`src/rtl/ula_pixel_serializer.sv`:
```
// ULA pixel stage: latches fetched bitmap/attribute bytes, serializes the bitmap MSB-first
// and resolves each pixel to a 4-bit {bright, G, R, B} colour index for the video DAC.
module ula_pixel_serializer #(
    parameter int unsigned FLASH_BITS = 5,
    parameter int unsigned PIX_WIDTH  = 8
) (
    input  logic       clk,
    input  logic       n_reset,
    input  logic       bm_ld,
    input  logic       at_ld,
    input  logic [7:0] vdata,
    input  logic       shift_ld,
    input  logic       disp_en,
    input  logic [2:0] border,
    input  logic       n_blank,
    input  logic       frame_sync,
    output logic [3:0] colour,
    output logic       flash_phase
);

    localparam int unsigned ATTR_W = 8;
    localparam int unsigned COL_W  = 4;
    localparam int unsigned BORD_W = 3;

    logic [PIX_WIDTH-1:0]  bm_hold_q,   bm_hold_d;
    logic [ATTR_W-1:0]     at_hold_q,   at_hold_d;
    logic [PIX_WIDTH-1:0]  shift_reg_q, shift_reg_d;
    logic [ATTR_W-1:0]     attr_reg_q,  attr_reg_d;
    logic                  disp_reg_q,  disp_reg_d;
    logic [BORD_W-1:0]     bord_reg_q,  bord_reg_d;
    logic [FLASH_BITS-1:0] flash_cnt_q, flash_cnt_d;
    logic [COL_W-1:0]      colour_q,    colour_d;
    logic                  pix_c;

    always_ff @(posedge clk or negedge n_reset) begin
        if (!n_reset) begin
            bm_hold_q   <= '0;
            at_hold_q   <= '0;
            shift_reg_q <= '0;
            attr_reg_q  <= '0;
            disp_reg_q  <= 1'b0;
            bord_reg_q  <= '0;
            flash_cnt_q <= '0;
            colour_q    <= '0;
        end else begin
            bm_hold_q   <= bm_hold_d;
            at_hold_q   <= at_hold_d;
            shift_reg_q <= shift_reg_d;
            attr_reg_q  <= attr_reg_d;
            disp_reg_q  <= disp_reg_d;
            bord_reg_q  <= bord_reg_d;
            flash_cnt_q <= flash_cnt_d;
            colour_q    <= colour_d;
        end
    end

    // Latches, shifter transfer/shift and frame counter; a transfer sees the pre-edge latch values.
    always_comb begin
        bm_hold_d   = bm_hold_q;
        at_hold_d   = at_hold_q;
        shift_reg_d = {shift_reg_q[PIX_WIDTH-2:0], 1'b0};
        attr_reg_d  = attr_reg_q;
        disp_reg_d  = disp_reg_q;
        bord_reg_d  = bord_reg_q;
        flash_cnt_d = flash_cnt_q;

        if (bm_ld) begin
            bm_hold_d = PIX_WIDTH'(vdata);
        end
        if (at_ld) begin
            at_hold_d = ATTR_W'(vdata);
        end
        if (shift_ld) begin
            shift_reg_d = bm_hold_q;
            attr_reg_d  = at_hold_q;
            disp_reg_d  = disp_en;
            bord_reg_d  = border;
        end
        if (frame_sync) begin
            flash_cnt_d = flash_cnt_q + FLASH_BITS'(1);
        end
    end

    // Colour resolve: blanking beats border, border beats ink/paper.
    always_comb begin
        pix_c    = shift_reg_q[PIX_WIDTH-1] ^ (attr_reg_q[7] & flash_cnt_q[FLASH_BITS-1]);
        colour_d = '0;
        if (!n_blank) begin
            colour_d = '0;
        end else if (!disp_reg_q) begin
            colour_d = {1'b0, bord_reg_q};
        end else if (pix_c) begin
            colour_d = {attr_reg_q[6], attr_reg_q[2:0]};
        end else begin
            colour_d = {attr_reg_q[6], attr_reg_q[5:3]};
        end
    end

    assign colour      = colour_q;
    assign flash_phase = flash_cnt_q[FLASH_BITS-1];

endmodule

```
`config.mk`:
```
export PLATFORM = sky130hd
export DESIGN_NAME = ula_pixel_serializer
export DESIGN_NICKNAME = d
export VERILOG_FILES = /design/src/rtl/ula_pixel_serializer.sv
export SDC_FILE = /design/constraint.sdc
export NUM_CORES = 1
export LEC_CHECK = 0
export CAP_MARGIN = 40
export CORE_ASPECT_RATIO = 1.2
export CORE_UTILIZATION = 27
export DETAILED_ROUTE_END_ITERATION = 7
export PLACE_DENSITY_LB_ADDON = 0.2
export SYNTH_ARGS = -nofsm -noshare
export SYNTH_HDL_FRONTEND = slang
export SYNTH_SLANG_ARGS = --single-unit
```
`constraint.sdc`:
```
create_clock -name clk -period 1.6 [get_ports clk]
set_clock_uncertainty 0.2 [all_clocks]
set_input_delay 0.16 -clock clk [delete_from_list [all_inputs] [get_ports clk]]
set_output_delay 0.16 -clock clk [all_outputs]
set_load 0.05 [all_outputs]
```
# Word level (Yosys, flattened, before mapping)
# Cells that the tools add are included.
[op_classes] add_sub_neg=1 mul=0 div_mod_pow=0 n_lt_le_gt_ge=0 eq_ne=0 shift=0 mux=4 n_bitwise=2 n_reduce_logical=0
[ops] operator="2-to-1 mux 4 bit" count=2
[ops] operator="2-to-1 mux 8 bit" count=1
[ops] operator="adder 5 x 1 -> 5 bit, second input constant" count=1
[ops] operator="2-to-1 mux 3 bit" count=1
[ops] operator="bitwise AND 1 bit" count=1
[ops] operator="XOR 1 bit" count=1
[totals] regBits=45 latch_bits=0 ramBits=0 rom_bits=0 input_bits=19 output_inout_bits=5 wordCells=15 mem_count=0

# Logic depth before layout (Yosys ltp)
[depth] depth_word=5 ltp_mapped=3 ltp_nobuf=3

# Worst setup path before layout
# No wires, ideal clock.
[synth_path] path_kind="register -> register" from="register flash_cnt_q[4]" to="register colour_q[0] (netlist: colour[0])" setup_time_ns=0.082 arrival_time_ns=1.144 t_required_ns=1.318 slack_ns=0.174 stages_incl_launch_ff=4 period_less_slack_ns=1.426 cell_sequence="dfrtp_1 and3b_1 o21ai_1 a31oi_1"
[synth_via] elab_chain_cells=5
[synth_lines] item="start: declaration" line_no="31" rtl="logic [FLASH_BITS-1:0] flash_cnt_q, flash_cnt_d;"
[synth_lines] item="start signal: assignment" line_no="52" rtl="flash_cnt_q <= flash_cnt_d;"
[synth_lines] item="bitwise AND 1 bit" line_no="86" rtl="pix_c = shift_reg_q[PIX_WIDTH-1] ^ (attr_reg_q[7] & flash_cnt_q[FLASH_BITS-1]);"
[synth_lines] item="XOR 1 bit" line_no="86"
[synth_lines] item="2-to-1 mux 3 bit" line_no="92" rtl="end else if (pix_c) begin"
[synth_lines] item="2-to-1 mux 4 bit" line_no="90" rtl="end else if (!disp_reg_q) begin"
[synth_lines] item="2-to-1 mux 4 bit" line_no="88" rtl="if (!n_blank) begin"
[synth_lines] item="named net colour_d[0]" line_no="32" rtl="logic [COL_W-1:0] colour_q, colour_d;"
[synth_lines] item="end signal: assignment" line_no="53" rtl="colour_q <= colour_d;"
[synth_lines] item="end: declaration" line_no="32"
# The timed path passes the listed nets, and every way through them passes these cells.
# A chain may end at the register's enable or synchronous reset.

# Worst setup path in the final report
[layout_path] from="register flash_cnt_q[4]" to="output flash_phase"
[layout_rtl] item="end: declaration" line_no="18" rtl="output logic flash_phase"
# No word-level cell between the ends.

==> results_dict.tcl <==
set metrics [dict create \
    cts_buffers 5 \
    io_buffers 23 \
    path_clk_slew_ns 0.08 \
    die_w_um 75.0 \
    max_clock_freq_ghz 0.748 \
    pwr-share-comb_pct 19.0 \
    cts.repair.resized 0 \
    finalMaxSlewViolations 0 \
    critPathBufInv 1 \
    wirelength_mm 2.86 \
    cp.depth 1 \
    dp_hpwl_mm 2.04 \
    grt_pass1_wl_mm 4.93 \
    cp_data_required_time_ns 1.24 \
    hold_viol_final 0 \
    cts_tree "built" \
    powerDensity_nw_per_um2 1300 \
    hold_depth 1 \
    fin_setup_tns_ns 0 \
    hold_class "reg -> reg" \
    dp_cells 215 \
    synth-seq-cells 45 \
    io_pins 24 \
    slew_headroom_pct 62.9 \
    crit_family "flip-flops" \
    period_needed_ns 1.34 \
    post-route-period-util_pct 83.5 \
    netSwitchingFraction_pct 25.9 \
    dieArea_um2 6720 \
    cp.arrival_ns 0.98 \
    p_int_w 0.00212 \
    final_common_cell "dfrtp_1" \
    drt_first_pass_iters 4 \
    worst_path_largest_cell_delay_ns 0.51 \
    grt_use_total_pct 10.2 \
    power.share.clock_pct 30.2 \
    grt_max_degree 46 \
    drt_drc_violations_left 0 \
    syn_avg_cell_area_um2 15.5 \
    syn-cell-area_um2 1730 \
    avgViaCountPerCell 4.37 \
    n_fill_cell 595 \
    r2r_slack_ns 0.29 \
    nets 161 \
    final_cell_mix "dfrtp_1 (45), mux2_2 (21), clkdlybuf4s50_1 (17)" \
    cap_viol_max_count 0 \
    synth_fp_nets 131 \
    syn_inst 111 \
    setup.worst_path.end_class "primary output" \
    startpoint_type "flip-flop" \
    design.core.area_um2 6090 \
    die_y_um 89.6 \
    worst-setup-path-type "reg -> out" \
    ys_warn_count 0 \
    rows 31 \
    p_leak_nw 0.929 \
    first_iter_violations 58 \
    drt-wirelength-per-cell_um 12.8 \
    rr_worst_depth 3 \
    cts.sink_count 45 \
    ys_types 19 \
    cts_max_path_buffers 2 \
    path_cells "buf_12" \
    insertion_delay_ns 0.29 \
    start_util_pct 28.3 \
    cp_slowest_cell "dfrtp_1" \
    hold_buffers 1 \
    ant_nets 0 \
    vias 979 \
    cts-htree-levels 2 \
    routabilityCongestion 0.678 \
    antennaDiodeCount 0 \
    setup_viol 0 \
    netSwitchingPower_w 0.000741 \
    fin_cells 224 \
    cts_setup_buffers 0 \
    crit_fanout 6 \
    seq_power_share_pct 50.8 \
    vdd.ir_drop.worst_mv 0.615 \
    area_growth_pct 27.9 \
    drive_above_1_share_pct 26.8 \
    overflow 0 \
    seq_area_frac_synth_pct 65.3 \
    first_global_vias 1018 \
    antenna_found_initial 0 \
    status "finished, final reports clean" \
    rsz0062_at_grt "no" \
    worst_pin_slew_ns 0.556 \
    cts-root-buf "clkbuf_8" \
]
## registers in the layout, indices dropped and copies added, names as in the netlist
name and cells:
at_hold_q 8, attr_reg_q 8, bm_hold_q 8, shift_reg_q 8, flash_cnt_q 5, colour 4
bord_reg_q 3, disp_reg_q 1
## worst paths after layout
| path | startpoint | endpoint |
|---|---|---|
| max reg2reg | flash_cnt_q[4] | colour[1] |
| min in group asynchronous | n_reset | shift_reg_q[7] |
| min reg2reg | shift_reg_q[4] | shift_reg_q[5] |
| max | flash_cnt_q[4] | flash_phase |
| max in group asynchronous | n_reset | at_hold_q[3] |
| min | shift_reg_q[4] | shift_reg_q[5] |
## routing by layer
metal	up-vias	global-route usage [%]	wire, um
met3	6	3.35	102
li1	458	-	-
met5	-	0	0
met1	495	12.5	1290
met4	0	4.12	46
met2	20	16.4	1430
## power by group through the flow
stage,logic (W),registers (W),clock network (W)
3_3_place_gp,0.000531,0.00147,0
2_1_floorplan,0.000260,0.00153,0
5_1_grt,0.000599,0.00149,0.000952
6_report,0.000544,0.00146,0.000865
4_1_cts,0.000556,0.00146,0.000896
3_5_place_dp,0.000553,0.00148,0
## per-stage QoR
step	worst slack [ns]	power (W)	hold WS, ns	instance area [um^2]	utilization (%)
final	0.263	0.00287	0.257	2210	36.2
after global routing	0.124	0.00304	0.261	2210	36.2
after CTS	0.255	0.00291	0.261	2210	36.2
after detailed placement	0.0388	0.00203	0.0798	2080	34.2
after global placement	0.0761	0.00200	0.0692	2080	34.2
after floorplan	0.174	0.00179	-0.336	1730	-
## layout make-up
cell class | instances | area, um^2 | share of cell area, %
multi-input cells | 62 | 579 | 26.2
flip-flops and latches | 45 | 1130 | 51.0
repair buffers | 27 | 283 | 12.8
well taps | 82 | 103 | 4.65
clock inverters | 1 | 30.0 | 1.36
clock buffers | 7 | 86.3 | 3.91
## kinds of logic (layout without fill, tap and decap cells)
family          count (synthesis)  after routing  share of synthesized area (%)
mux                            36             36                           23.5
fa+ha+maj                       1              1                          0.725
flops                          45             45                           65.3
simple gates                   10             10                           3.48
xor+xnor                        4              4                           2.03
buf+inv                         4             35                           1.16
compound gates                 11             11                           3.84
## Yosys cell counts
cell	instances	area (um^2)
and2_1	1	6.26
a21bo_2	1	10.0
a21boi_1	1	7.51
ha_1	1	12.5
nand3b_1	1	7.51
and3_1	1	6.26
xor2_1	1	8.76
xnor2_1	3	26.3
buf_2	4	20.0
o21ai_0	3	15.0
dfrtp_1	45	1130
mux2_2	21	236
mux2_1	15	169
nand3_1	3	15.0
nand2_1	1	3.75
and3b_1	1	8.76
nand4_1	2	12.5
o21ai_1	3	15.0
a31oi_1	3	18.8
No activity file was read; power rests on OpenSTA's default activity.
